[config.mk]
export PLATFORM = sky130hd
export DESIGN_NAME = axi4_lite_reg_bank_flat
export DESIGN_NICKNAME = d
export VERILOG_FILES = /design/src/rtl/axi4_lite_reg_bank_if.sv /design/src/rtl/axi4_lite_reg_bank.sv /design/src/flat_wrapper.sv
export SDC_FILE = /design/constraint.sdc
export NUM_CORES = 1
export LEC_CHECK = 0
export CORE_AREA = 3 3 195 197
export DETAILED_ROUTE_END_ITERATION = 10
export DIE_AREA = 0 0 198 200
export RECOVER_POWER = 50
export SYNTH_ARGS = -nofsm -noshare
export SYNTH_HDL_FRONTEND = slang
export SYNTH_SLANG_ARGS = --single-unit
[constraint.sdc]
create_clock -name i_clk -period 5 [get_ports i_clk]
set_input_delay 1.5 -clock i_clk [delete_from_list [all_inputs] [get_ports i_clk]]
set_output_delay 1.5 -clock i_clk [all_outputs]
set_load 0.02 [all_outputs]
[src/rtl/axi4_lite_reg_bank_if.sv]
`default_nettype none
// ============================================================================
// Module   : axi4_lite_if
// Purpose  : AXI4-Lite bus bundle with master and slave modports.
// Revision : 1.0 - initial release
// ============================================================================
interface axi4_lite_if #(
    parameter int DATA_W = 32,
    parameter int ADDR_W = 12
) ();
    logic [ADDR_W-1:0]   awaddr;
    logic [2:0]          awprot;
    logic                awvalid;
    logic                awready;
    logic [DATA_W-1:0]   wdata;
    logic [DATA_W/8-1:0] wstrb;
    logic                wvalid;
    logic                wready;
    logic [1:0]          bresp;
    logic                bvalid;
    logic                bready;
    logic [ADDR_W-1:0]   araddr;
    logic [2:0]          arprot;
    logic                arvalid;
    logic                arready;
    logic [DATA_W-1:0]   rdata;
    logic [1:0]          rresp;
    logic                rvalid;
    logic                rready;

    modport slv_port (
        input  awaddr, awprot, awvalid, output awready,
        input  wdata, wstrb, wvalid,    output wready,
        output bresp, bvalid,           input  bready,
        input  araddr, arprot, arvalid, output arready,
        output rdata, rresp, rvalid,    input  rready
    );

    modport mst_port (
        output awaddr, awprot, awvalid, input  awready,
        output wdata, wstrb, wvalid,    input  wready,
        input  bresp, bvalid,           output bready,
        output araddr, arprot, arvalid, input  arready,
        input  rdata, rresp, rvalid,    output rready
    );
endinterface
`default_nettype wire

[src/rtl/axi4_lite_reg_bank.sv]
`default_nettype none
// ============================================================================
// Module   : axi4_lite_reg_bank
// Purpose  : AXI4-Lite slave with RW control and RO status registers,
//            byte-strobe merging and sticky clear-on-read status bits.
// Revision : 1.0 - initial release
// ============================================================================
module axi4_lite_reg_bank #(
    parameter int                         DATA_W        = 32,
    parameter int                         ADDR_W        = 12,
    parameter int                         N_CTRL        = 4,
    parameter int                         N_STAT        = 4,
    parameter logic [N_CTRL*DATA_W-1:0]   CTRL_RST_VAL  = '0,
    parameter logic [N_STAT*DATA_W-1:0]   STAT_COR_MASK = '0
) (
    input  logic                       i_clk,
    input  logic                       i_arst_n,
    axi4_lite_if.slv_port              if_s_axi4_lite,
    output logic [N_CTRL*DATA_W-1:0]   o_ctrl,
    output logic [N_CTRL-1:0]          o_ctrl_wr_pulse,
    input  logic [N_CTRL-1:0]          i_ctrl_hw_we,
    input  logic [N_CTRL*DATA_W-1:0]   i_ctrl_hw_wdata,
    input  logic [N_STAT*DATA_W-1:0]   i_stat,
    output logic [N_STAT-1:0]          o_stat_rd_pulse
);

    localparam int         c_STRB_W      = DATA_W / 8;
    localparam int         c_LSB         = $clog2(c_STRB_W);
    localparam int         c_IDX_W       = ADDR_W - c_LSB;
    localparam logic [1:0] c_RESP_OKAY   = 2'b00;
    localparam logic [1:0] c_RESP_SLVERR = 2'b10;

    // write channel state
    logic                r_aw_full, r_w_full, r_awready, r_wready, r_bvalid;
    logic [c_IDX_W-1:0]  r_aw_idx;
    logic [DATA_W-1:0]   r_wdata;
    logic [c_STRB_W-1:0] r_wstrb;
    logic [1:0]          r_bresp;
    logic                w_aw_hs, w_w_hs, w_b_hs, w_commit, w_wr_is_ctrl;
    logic                w_aw_full_nxt, w_w_full_nxt, w_bvalid_nxt;
    logic [DATA_W-1:0]   w_wr_mask;

    // read channel state
    logic                r_arready, r_rvalid;
    logic [DATA_W-1:0]   r_rdata;
    logic [1:0]          r_rresp;
    logic                w_ar_hs, w_r_hs, w_rvalid_nxt;
    logic [c_IDX_W-1:0]  w_ar_idx;
    logic [DATA_W-1:0]   w_rd_data;
    logic [1:0]          w_rd_resp;
    logic [N_STAT-1:0]   w_stat_sel;
    logic [N_STAT-1:0]   r_stat_rd_pulse;

    // register storage
    logic [DATA_W-1:0]   r_ctrl     [N_CTRL];
    logic [DATA_W-1:0]   w_ctrl_nxt [N_CTRL];
    logic [N_CTRL-1:0]   w_ctrl_wr_sel;
    logic [N_CTRL-1:0]   r_ctrl_wr_pulse;
    logic [DATA_W-1:0]   w_stat_view [N_STAT];

    logic                w_unused;
    assign w_unused = &{1'b0, if_s_axi4_lite.awaddr[c_LSB-1:0],
                        if_s_axi4_lite.araddr[c_LSB-1:0],
                        if_s_axi4_lite.awprot, if_s_axi4_lite.arprot};

    assign w_aw_hs  = if_s_axi4_lite.awvalid && r_awready;
    assign w_w_hs   = if_s_axi4_lite.wvalid  && r_wready;
    assign w_b_hs   = r_bvalid && if_s_axi4_lite.bready;
    assign w_commit = r_aw_full && r_w_full;
    assign w_wr_is_ctrl = (32'(r_aw_idx) < N_CTRL);

    always_comb begin
        w_aw_full_nxt = w_commit ? 1'b0 : (r_aw_full | w_aw_hs);
        w_w_full_nxt  = w_commit ? 1'b0 : (r_w_full  | w_w_hs);
        w_bvalid_nxt  = w_commit ? 1'b1 : (w_b_hs ? 1'b0 : r_bvalid);
        for (int b = 0; b < c_STRB_W; b++) begin
            w_wr_mask[b*8 +: 8] = {8{r_wstrb[b]}};
        end
    end

    always_ff @(posedge i_clk or negedge i_arst_n) begin
        if (!i_arst_n) begin
            r_aw_full <= 1'b0;
            r_w_full  <= 1'b0;
            r_aw_idx  <= '0;
            r_wdata   <= '0;
            r_wstrb   <= '0;
            r_awready <= 1'b0;
            r_wready  <= 1'b0;
            r_bvalid  <= 1'b0;
            r_bresp   <= c_RESP_OKAY;
        end else begin
            r_aw_full <= w_aw_full_nxt;
            r_w_full  <= w_w_full_nxt;
            r_awready <= !w_aw_full_nxt && !w_bvalid_nxt;
            r_wready  <= !w_w_full_nxt  && !w_bvalid_nxt;
            r_bvalid  <= w_bvalid_nxt;
            if (w_aw_hs) begin
                r_aw_idx <= if_s_axi4_lite.awaddr[ADDR_W-1:c_LSB];
            end
            if (w_w_hs) begin
                r_wdata <= if_s_axi4_lite.wdata;
                r_wstrb <= if_s_axi4_lite.wstrb;
            end
            if (w_commit) begin
                r_bresp <= w_wr_is_ctrl ? c_RESP_OKAY : c_RESP_SLVERR;
            end
        end
    end

    // Hardware value forms the base word; strobed software lanes override it.
    always_comb begin
        for (int k = 0; k < N_CTRL; k++) begin
            w_ctrl_wr_sel[k] = w_commit && (32'(r_aw_idx) == k);
            w_ctrl_nxt[k]    = i_ctrl_hw_we[k] ? i_ctrl_hw_wdata[k*DATA_W +: DATA_W] : r_ctrl[k];
            if (w_ctrl_wr_sel[k]) begin
                w_ctrl_nxt[k] = (w_ctrl_nxt[k] & ~w_wr_mask) | (r_wdata & w_wr_mask);
            end
        end
    end

    always_ff @(posedge i_clk or negedge i_arst_n) begin
        if (!i_arst_n) begin
            for (int k = 0; k < N_CTRL; k++) begin
                r_ctrl[k] <= CTRL_RST_VAL[k*DATA_W +: DATA_W];
            end
            r_ctrl_wr_pulse <= '0;
        end else begin
            for (int k = 0; k < N_CTRL; k++) begin
                r_ctrl[k] <= w_ctrl_nxt[k];
            end
            r_ctrl_wr_pulse <= w_ctrl_wr_sel;
        end
    end

    assign w_ar_hs  = if_s_axi4_lite.arvalid && r_arready;
    assign w_r_hs   = r_rvalid && if_s_axi4_lite.rready;
    assign w_ar_idx = if_s_axi4_lite.araddr[ADDR_W-1:c_LSB];
    assign w_rvalid_nxt = w_ar_hs ? 1'b1 : (w_r_hs ? 1'b0 : r_rvalid);

    always_comb begin
        w_rd_data  = '0;
        w_rd_resp  = c_RESP_SLVERR;
        w_stat_sel = '0;
        for (int k = 0; k < N_CTRL; k++) begin
            if (32'(w_ar_idx) == k) begin
                w_rd_data = r_ctrl[k];
                w_rd_resp = c_RESP_OKAY;
            end
        end
        for (int k = 0; k < N_STAT; k++) begin
            if (32'(w_ar_idx) == N_CTRL + k) begin
                w_rd_data     = w_stat_view[k];
                w_rd_resp     = c_RESP_OKAY;
                w_stat_sel[k] = 1'b1;
            end
        end
    end

    // Sticky bits: a set in the read cycle survives because the returned
    // value comes from the pre-update register.
    generate
        for (genvar k = 0; k < N_STAT; k++) begin : g_stat
            localparam logic [DATA_W-1:0] c_MASK = STAT_COR_MASK[k*DATA_W +: DATA_W];
            logic [DATA_W-1:0] r_sticky;
            logic [DATA_W-1:0] w_stat_in;

            assign w_stat_in      = i_stat[k*DATA_W +: DATA_W];
            assign w_stat_view[k] = (w_stat_in & ~c_MASK) | (r_sticky & c_MASK);

            always_ff @(posedge i_clk or negedge i_arst_n) begin
                if (!i_arst_n) begin
                    r_sticky <= '0;
                end else begin
                    r_sticky <= ((w_ar_hs && w_stat_sel[k]) ? '0 : r_sticky) | (w_stat_in & c_MASK);
                end
            end
        end
    endgenerate

    always_ff @(posedge i_clk or negedge i_arst_n) begin
        if (!i_arst_n) begin
            r_arready       <= 1'b0;
            r_rvalid        <= 1'b0;
            r_rdata         <= '0;
            r_rresp         <= c_RESP_OKAY;
            r_stat_rd_pulse <= '0;
        end else begin
            r_arready       <= !w_rvalid_nxt;
            r_rvalid        <= w_rvalid_nxt;
            r_stat_rd_pulse <= w_ar_hs ? w_stat_sel : '0;
            if (w_ar_hs) begin
                r_rdata <= w_rd_data;
                r_rresp <= w_rd_resp;
            end
        end
    end

    generate
        for (genvar k = 0; k < N_CTRL; k++) begin : g_ctrl_out
            assign o_ctrl[k*DATA_W +: DATA_W] = r_ctrl[k];
        end
    endgenerate

    assign o_ctrl_wr_pulse        = r_ctrl_wr_pulse;
    assign o_stat_rd_pulse        = r_stat_rd_pulse;
    assign if_s_axi4_lite.awready = r_awready;
    assign if_s_axi4_lite.wready  = r_wready;
    assign if_s_axi4_lite.bvalid  = r_bvalid;
    assign if_s_axi4_lite.bresp   = r_bresp;
    assign if_s_axi4_lite.arready = r_arready;
    assign if_s_axi4_lite.rvalid  = r_rvalid;
    assign if_s_axi4_lite.rdata   = r_rdata;
    assign if_s_axi4_lite.rresp   = r_rresp;

endmodule
`default_nettype wire

[src/flat_wrapper.sv]
// flat-port wrapper written by rule: the top's interface ports become plain ports
module axi4_lite_reg_bank_flat 
#(
    parameter int                         DATA_W        = 32,
    parameter int                         ADDR_W        = 12,
    parameter int                         N_CTRL        = 4,
    parameter int                         N_STAT        = 4,
    parameter logic [N_CTRL*DATA_W-1:0]   CTRL_RST_VAL  = '0,
    parameter logic [N_STAT*DATA_W-1:0]   STAT_COR_MASK = '0
)
  (i_clk, i_arst_n, o_ctrl, o_ctrl_wr_pulse, i_ctrl_hw_we, i_ctrl_hw_wdata, i_stat, o_stat_rd_pulse, if_s_axi4_lite_awaddr, if_s_axi4_lite_awprot, if_s_axi4_lite_awvalid, if_s_axi4_lite_awready, if_s_axi4_lite_wdata, if_s_axi4_lite_wstrb, if_s_axi4_lite_wvalid, if_s_axi4_lite_wready, if_s_axi4_lite_bresp, if_s_axi4_lite_bvalid, if_s_axi4_lite_bready, if_s_axi4_lite_araddr, if_s_axi4_lite_arprot, if_s_axi4_lite_arvalid, if_s_axi4_lite_arready, if_s_axi4_lite_rdata, if_s_axi4_lite_rresp, if_s_axi4_lite_rvalid, if_s_axi4_lite_rready);
  axi4_lite_if #(.DATA_W(DATA_W), .ADDR_W(ADDR_W)) if_s_axi4_lite_i ();
  input  logic i_clk;
  input  logic i_arst_n;
  output logic [N_CTRL*DATA_W-1:0] o_ctrl;
  output logic [N_CTRL-1:0] o_ctrl_wr_pulse;
  input  logic [N_CTRL-1:0] i_ctrl_hw_we;
  input  logic [N_CTRL*DATA_W-1:0] i_ctrl_hw_wdata;
  input  logic [N_STAT*DATA_W-1:0] i_stat;
  output logic [N_STAT-1:0] o_stat_rd_pulse;
  input wire logic [$bits(if_s_axi4_lite_i.awaddr)-1:0] if_s_axi4_lite_awaddr;
  input wire logic [$bits(if_s_axi4_lite_i.awprot)-1:0] if_s_axi4_lite_awprot;
  input wire logic [$bits(if_s_axi4_lite_i.awvalid)-1:0] if_s_axi4_lite_awvalid;
  output wire logic [$bits(if_s_axi4_lite_i.awready)-1:0] if_s_axi4_lite_awready;
  input wire logic [$bits(if_s_axi4_lite_i.wdata)-1:0] if_s_axi4_lite_wdata;
  input wire logic [$bits(if_s_axi4_lite_i.wstrb)-1:0] if_s_axi4_lite_wstrb;
  input wire logic [$bits(if_s_axi4_lite_i.wvalid)-1:0] if_s_axi4_lite_wvalid;
  output wire logic [$bits(if_s_axi4_lite_i.wready)-1:0] if_s_axi4_lite_wready;
  output wire logic [$bits(if_s_axi4_lite_i.bresp)-1:0] if_s_axi4_lite_bresp;
  output wire logic [$bits(if_s_axi4_lite_i.bvalid)-1:0] if_s_axi4_lite_bvalid;
  input wire logic [$bits(if_s_axi4_lite_i.bready)-1:0] if_s_axi4_lite_bready;
  input wire logic [$bits(if_s_axi4_lite_i.araddr)-1:0] if_s_axi4_lite_araddr;
  input wire logic [$bits(if_s_axi4_lite_i.arprot)-1:0] if_s_axi4_lite_arprot;
  input wire logic [$bits(if_s_axi4_lite_i.arvalid)-1:0] if_s_axi4_lite_arvalid;
  output wire logic [$bits(if_s_axi4_lite_i.arready)-1:0] if_s_axi4_lite_arready;
  output wire logic [$bits(if_s_axi4_lite_i.rdata)-1:0] if_s_axi4_lite_rdata;
  output wire logic [$bits(if_s_axi4_lite_i.rresp)-1:0] if_s_axi4_lite_rresp;
  output wire logic [$bits(if_s_axi4_lite_i.rvalid)-1:0] if_s_axi4_lite_rvalid;
  input wire logic [$bits(if_s_axi4_lite_i.rready)-1:0] if_s_axi4_lite_rready;
  assign if_s_axi4_lite_i.awaddr = if_s_axi4_lite_awaddr;
  assign if_s_axi4_lite_i.awprot = if_s_axi4_lite_awprot;
  assign if_s_axi4_lite_i.awvalid = if_s_axi4_lite_awvalid;
  assign if_s_axi4_lite_awready = if_s_axi4_lite_i.awready;
  assign if_s_axi4_lite_i.wdata = if_s_axi4_lite_wdata;
  assign if_s_axi4_lite_i.wstrb = if_s_axi4_lite_wstrb;
  assign if_s_axi4_lite_i.wvalid = if_s_axi4_lite_wvalid;
  assign if_s_axi4_lite_wready = if_s_axi4_lite_i.wready;
  assign if_s_axi4_lite_bresp = if_s_axi4_lite_i.bresp;
  assign if_s_axi4_lite_bvalid = if_s_axi4_lite_i.bvalid;
  assign if_s_axi4_lite_i.bready = if_s_axi4_lite_bready;
  assign if_s_axi4_lite_i.araddr = if_s_axi4_lite_araddr;
  assign if_s_axi4_lite_i.arprot = if_s_axi4_lite_arprot;
  assign if_s_axi4_lite_i.arvalid = if_s_axi4_lite_arvalid;
  assign if_s_axi4_lite_arready = if_s_axi4_lite_i.arready;
  assign if_s_axi4_lite_rdata = if_s_axi4_lite_i.rdata;
  assign if_s_axi4_lite_rresp = if_s_axi4_lite_i.rresp;
  assign if_s_axi4_lite_rvalid = if_s_axi4_lite_i.rvalid;
  assign if_s_axi4_lite_i.rready = if_s_axi4_lite_rready;
  axi4_lite_reg_bank #(.DATA_W(DATA_W), .ADDR_W(ADDR_W), .N_CTRL(N_CTRL), .N_STAT(N_STAT), .CTRL_RST_VAL(CTRL_RST_VAL), .STAT_COR_MASK(STAT_COR_MASK)) u_core (.i_clk(i_clk), .i_arst_n(i_arst_n), .if_s_axi4_lite(if_s_axi4_lite_i), .o_ctrl(o_ctrl), .o_ctrl_wr_pulse(o_ctrl_wr_pulse), .i_ctrl_hw_we(i_ctrl_hw_we), .i_ctrl_hw_wdata(i_ctrl_hw_wdata), .i_stat(i_stat), .o_stat_rd_pulse(o_stat_rd_pulse));
endmodule
==> impl_metrics.env, run 1 <==
export IMPL_clock_sinks=223
export IMPL_worstSetupEndpointType="flop"
export IMPL_finalWirelength_mm=52.64
export IMPL_p_per_area_mw_per_mm2=362.0
export IMPL_use_met3_pct=5.388
export IMPL_vdd_ir_drop_max_uv=231.2
export IMPL_fin_area_sq_mm=0.01804
export IMPL_use_met1_pct=33.48
export IMPL_postPlaceCellArea_sq_mm=0.01722
export IMPL_met2_usage_pct=41.87
export IMPL_netlist_top_cell_by_area="dfrtp_1"
export IMPL_synth_warnings=0
export IMPL_area_growth_pct=51.25
export IMPL_post_cts_resized=0
export IMPL_grt_pass1_wl_mm=75.87
export IMPL_crit_path_max_fanout=65
export IMPL_switching_share_pct=35.03
export IMPL_synthFlopType="dfrtp_1"
export IMPL_static_leakage_power_nw=7.106
export IMPL_critical_path_most_common_cell="clkbuf_1"
export IMPL_crit_chain="nor4_1 > and3_4 > clkbuf_1 > clkbuf_1 > nand4_1 > o21ai_0"
export IMPL_intPower_mw=4.243
export IMPL_finalHoldWorstSlack_ns=0.5049
export IMPL_maxCapViolCount=4
export IMPL_cts_clk_slew_worst_paths_ns=0.05
export IMPL_synth_async_sr_flop_share_pct=100.0
export IMPL_layoutNonFillerInstCount=2053
export IMPL_port_buffers=497
export IMPL_arrival_ns=4.34
export IMPL_worstReg2RegStart="u_core.r_aw_idx[7]"
export IMPL_hp_class="flop to flop"
export IMPL_hold_viol=0
export IMPL_fmax_ghz=0.2560
export IMPL_period_share_pct=78.13
export IMPL_busiest_layer="met2"
export IMPL_slowest_delay_ns=1.39
export IMPL_clock_skew_ns=0.01240
export IMPL_rows=70
export IMPL_post_synth_num_cell_types=39
export IMPL_coreArea_sq_mm=0.03643
export IMPL_required_ns=5.43
export IMPL_worstSetupStartpoint="u_core.r_aw_idx[7]"
export IMPL_ioPinCount=510
export IMPL_routed_via_density=5.528
export IMPL_start_util_pct=32.73
export IMPL_relSlewSlack_pct=-80.97
export IMPL_cts_hold_buffers=0
export IMPL_synth_edf_count=0
export IMPL_num_vias=11349
export IMPL_clock_power_share_pct=29.1
export IMPL_rsz0062_at_grt="no"
export IMPL_drv_slew=192
export IMPL_cts_buffer_depth=3
export IMPL_gp_congestion=0.8819
export IMPL_antenna_found_initial=9
export IMPL_place_ws_ns=0.9297
export IMPL_drc=0
export IMPL_ys_seq_area_share_pct=46.79
export IMPL_grt_usage_pct=25.18
export IMPL_worst_pin_slew_ns=2.715
export IMPL_failed_checks="capacitance limit, slew limit"
export IMPL_insertion_delay_ns=0.53
export IMPL_power_frac_comb_pct=29.5
export IMPL_routedWlPerCell_um=25.64
export IMPL_die_w_um=198
export IMPL_hpwlAfterDp_mm=38.51
export IMPL_drt_pass1_iter_count=5
export IMPL_grt_pass1_vias=11588
export IMPL_setup_ws_ns=1.094
export IMPL_total_power_mw=6.530
export IMPL_drive_above_1_share_pct=15.70
export IMPL_cts_htree_levels=1
export IMPL_netSwitchingPower_mw=2.287
export IMPL_gr_total_overflow=0
export IMPL_drtIter0Drc=639
export IMPL_final_util_pct=49.51
export IMPL_ant_nets=0
export IMPL_setup_viol=0
export IMPL_nNetsFinal=1893
export IMPL_power_frac_seq_pct=41.4
export IMPL_status="finished with violations"
export IMPL_synth_top_area_share_pct=46.79
export IMPL_syn_area_sq_mm=0.01193
export IMPL_numCtsBuffers=27
export IMPL_worst_setup_path_start_kind="flop"
export IMPL_crit_slowest_cell="clkbuf_1"
export IMPL_yosys_top_cells_count="dfrtp_1, o21ai_0, mux2_2, mux2i_1, clkbuf_1"
export IMPL_hp_start="u_core.r_aw_full"
export IMPL_cts_tree="done"
export IMPL_grt_max_degree=103
export IMPL_synth_most_common_cell="dfrtp_1"
export IMPL_root_buffer="clkbuf_16"
export IMPL_synth_area_per_cell_sq_um=10.54
export IMPL_dp_cells=1999
export IMPL_ys_seq_elements=223
export IMPL_min_period_ns=3.906
export IMPL_criticalPathCategory="flop to flop"
export IMPL_die_h_um=200
export IMPL_synth_area_leaders="dfrtp_1, mux2_2, mux2i_1, o21ai_0, nand4_1"
export IMPL_postCtsSetupRepairBufs=0
export IMPL_synth_cells=1131
export IMPL_timing_setup_tns_ns=0
export IMPL_die_area_sq_mm=0.03960
worst paths after layout:
path | slack (ns) | depth (start not counted) | endpoint
hold reg to reg | 0.50 | 1 | u_core.if_s_axi4_lite.awready
setup / recovery | 1.09 | 6 | u_core.o_ctrl[20]
setup reg to reg | 1.09 | 6 | u_core.o_ctrl[20]
max in group asynchronous | 1.38 | 2 | u_core.o_ctrl[46]
hold / removal | 0.50 | 1 | u_core.if_s_axi4_lite.awready
min in group asynchronous | 1.74 | 1 | u_core.o_ctrl[43]
layer usage:
metal  share of wire (%)  wire (um)  vias to the layer above
li1                    -          -                     5114
met1                  41      21730                     5633
met2                  48      25400                      509
met3                 7.7       4058                       83
met4                 2.6       1371                       10
met5                0.14         75                        -
kinds of logic (layout without fill, tap and decap cells):
kind of cell,count (synthesis),after routing,synth area share [%]
mux,272,272,24.30
buf+inv,127,575,4.396
compound gates,292,292,13.84
flops,223,223,46.79
simple gates,216,216,10.64
other cells,1,7,0.03145
worst max-delay path: cells and delay by family, from the launching register on:
kind / cells / cell delay [ns]
buffers and inverters: 2 / 1.94
AND/OR/NAND/NOR: 3 / 1.23
flip-flops: 1 / 0.37
AO/OA/AOI/OAI: 1 / 0.13
placed cells by master, fill, tap and decap left out, types with 5 or more instances in the layout:
cell type / instances
clkdlybuf4s50_1: 487
dfrtp_1: 223
o21ai_0: 160
mux2_2: 140
mux2i_1: 132
nand4_1: 97
nand2_1: 34
or2_2: 31
o211ai_1: 31
o22ai_1: 31
a21oi_1: 31
a31oi_1: 29
clkbuf_16: 27
buf_4: 17
and3_1: 15
clkbuf_1: 13
nor4_1: 7
inv_1: 6
and2_1: 6
clkinv_2: 6
diode_2: 5
area by class of cell:
type	count	area [sq um]
fillers	3424	18400
multi-input cells	782	5868
flip-flops and latches	223	5580
repair buffers	520	5120
clock buffers	38	757.0
well taps	468	585.6
clock inverters	11	91.34
inverters	6	22.52
diodes	5	12.51
sequential cells by signal (all words and copies together), names as in the netlist:
name	count
u_core.o_ctrl	128
u_core.r_wstrb	4
u_core.if_s_axi4_lite.rdata	32
u_core.if_s_axi4_lite.arready	1
u_core.if_s_axi4_lite.bvalid	1
u_core.o_stat_rd_pulse	4
u_core.o_ctrl_wr_pulse	4
u_core.r_w_full	1
u_core.if_s_axi4_lite.rvalid	1
u_core.r_aw_idx	10
u_core.if_s_axi4_lite.awready	1
u_core.if_s_axi4_lite.wready	1
u_core.r_aw_full	1
u_core.r_wdata	32
u_core.if_s_axi4_lite.bresp	1
u_core.if_s_axi4_lite.rresp	1
power by group through the flow:
stage	clock network, mW	registers [mW]	logic (mW)
5_1_grt	2.03	2.77	2.05
6_report	1.90	2.70	1.93
2_1_floorplan	0	2.68	0.844
3_5_place_dp	0	2.72	1.94
3_3_place_gp	0	2.71	1.92
4_1_cts	1.95	2.69	1.95
(Power assumes the default switching activity.)
==> run 2: changes to the inputs <==
--- a/config.mk
+++ b/config.mk
@@ -5,9 +5,10 @@
 export SDC_FILE = /design/constraint.sdc
 export NUM_CORES = 1
 export LEC_CHECK = 0
-export CORE_AREA = 3 3 195 197
+export CORE_AREA = 3 3 196 198
 export DETAILED_ROUTE_END_ITERATION = 10
-export DIE_AREA = 0 0 198 200
+export DIE_AREA = 0 0 199 201
+export PLACE_DENSITY = 0.66
 export RECOVER_POWER = 50
 export SYNTH_ARGS = -nofsm -noshare
 export SYNTH_HDL_FRONTEND = slang
==> constraint.sdc (replaced) <==
create_clock -name i_clk -period 3.37 [get_ports i_clk]
set_input_delay 1.011 -clock i_clk [delete_from_list [all_inputs] [get_ports i_clk]]
set_output_delay 1.011 -clock i_clk [all_outputs]
set_load 0.02 [all_outputs]
==> run 2 against run 1 <==
Compared with the run above: the flow still finishes with violations (capacitance limit, slew limit); flip-flop and latch count unchanged; sequential share of layout area down 0.45 points; register-to-register slack worse by 0.37 ns; critical path depth down 2; via count up 1.3%; largest cell class unchanged.
==> impl_metrics.env, run 2 (synthesis gave the netlist of run 1 again) <==
export IMPL_cts_buffer_depth=3
export IMPL_cts_htree_levels=1
export IMPL_relSlewSlack_pct=-40.57
export IMPL_routedWlPerCell_um=25.49
export IMPL_clock_skew_ns=0.01857
export IMPL_grt_usage_pct=25.29
export IMPL_setup_ws_ns=0.2954
export IMPL_cts_tree="done"
export IMPL_insertion_delay_ns=0.54
export IMPL_failed_checks="capacitance limit, slew limit"
export IMPL_cts_hold_buffers=0
export IMPL_coreArea_sq_mm=0.03670
export IMPL_num_vias=11492
export IMPL_worstSetupEndpointType="flop"
export IMPL_worst_setup_path_start_kind="primary input"
export IMPL_die_w_um=199
export IMPL_cts_clk_slew_worst_paths_ns=0.06
export IMPL_criticalPathCategory="primary input to flop"
export IMPL_grt_pass1_vias=11940
export IMPL_drt_pass1_iter_count=5
export IMPL_maxCapViolCount=2
export IMPL_period_share_pct=91.24
export IMPL_drc=0
export IMPL_gp_congestion=0.8992
export IMPL_die_area_sq_mm=0.04000
export IMPL_rows=70
export IMPL_required_ns=3.67
export IMPL_crit_path_max_fanout=26
export IMPL_numCtsBuffers=26
export IMPL_post_cts_resized=0
export IMPL_clock_sinks=223
export IMPL_status="finished with violations"
export IMPL_rsz0062_at_grt="no"
export IMPL_nNetsFinal=1906
export IMPL_drive_above_1_share_pct=16.52
export IMPL_hold_viol=0
export IMPL_static_leakage_power_nw=7.243
export IMPL_postPlaceCellArea_sq_mm=0.01752
export IMPL_routed_via_density=5.571
export IMPL_largest_reg_flops=128
export IMPL_start_util_pct=32.50
export IMPL_grt_pass1_wl_mm=77.63
export IMPL_layout_commonest_cell="clkdlybuf4s50_1"
export IMPL_root_buffer="clkbuf_16"
export IMPL_gr_total_overflow=0
export IMPL_grt_max_degree=72
export IMPL_area_growth_pct=53.50
export IMPL_finalWirelength_mm=52.58
export IMPL_hpwlAfterDp_mm=38.87
export IMPL_ant_nets=0
export IMPL_port_buffers=497
export IMPL_drtIter0Drc=726
export IMPL_vdd_ir_drop_max_uv=371.8
export IMPL_postCtsSetupRepairBufs=0
export IMPL_hp_class="flop to flop"
export IMPL_antenna_found_initial=3
export IMPL_min_period_ns=3.075
export IMPL_place_ws_ns=0.04325
export IMPL_timing_setup_tns_ns=0
export IMPL_ioPinCount=510
export IMPL_final_cell_mix="clkdlybuf4s50_1, dfrtp_1, o21ai_0"
export IMPL_arrival_ns=3.37
export IMPL_die_h_um=201
export IMPL_fin_area_sq_mm=0.01831
export IMPL_drv_slew=95
export IMPL_setup_viol=0
export IMPL_worst_pin_slew_ns=2.109
export IMPL_p_per_area_mw_per_mm2=530.4
export IMPL_fmax_ghz=0.3252
==> run 2: cell types whose count changed in the layout (fill, tap and decap cells not counted), sizes merged, moves of 2 or more <==
cell	previous run	this run
clkinvlp	3	1
buf	22	40
diode	5	3
clkinv	6	3
==> run 2: worst paths after layout <==
path                       depth (start not counted)                           start  slack (ns)                        endpoint
setup / recovery                                   4          if_s_axi4_lite_arvalid        0.30    u_core.if_s_axi4_lite.rvalid
hold / removal                                     2  u_core.if_s_axi4_lite.rresp[1]        0.50  u_core.if_s_axi4_lite.rresp[1]
setup reg to reg                                   3              u_core.r_aw_idx[0]        0.72               u_core.o_ctrl[26]
hold reg to reg                                    2  u_core.if_s_axi4_lite.rresp[1]        0.50  u_core.if_s_axi4_lite.rresp[1]
max in group asynchronous                          2                        i_arst_n        0.83               u_core.o_ctrl[67]
min in group asynchronous                          1                        i_arst_n        1.08               u_core.o_ctrl[72]
==> run 2: critical path, stage by stage <==
cell           delay, ns
dlygate4sd3_1       0.58
nand2_1             0.41
clkbuf_1            1.01
o21ai_0             0.35
==> run 2: routing by layer <==
layer | track usage [%] | wire length [um] | up-vias
li1 | - | - | 5160
met4 | 7.756 | 1673 | 0
met2 | 41.65 | 25030 | 551
met3 | 5.018 | 4159 | 78
met5 | 0 | 0 | -
met1 | 33.59 | 21720 | 5703
==> run 2: layout make-up <==
type / instances / area, sq um
clock inverters: 6 / 72.57
inverters: 6 / 22.52
diodes: 3 / 7.507
repair buffers: 534 / 5414
well taps: 468 / 585.6
clock buffers: 41 / 757.0
multi-input cells: 782 / 5866
flip-flops and latches: 223 / 5580
fillers: 3406 / 18390
==> run 2: report_power, final <==
group	switching, mW	total [mW]	internal [mW]
clock network	1.15	2.77	1.62
registers	0.680	3.91	3.23
logic	1.56	3.03	1.47
==> run 2: metrics by stage <==
step                      util, %  std cells  hold slack [ns]  power [mW]
after CTS                   50.01       2060           0.4600       9.801
after detailed placement    47.75       2013           0.4738       6.987
after global routing        49.88       2063           0.5137       10.16
after floorplan                 -       1132           0.4610       5.234
after global placement      47.75       2013           0.4752       6.930
final                       49.88       2063           0.4971       9.708
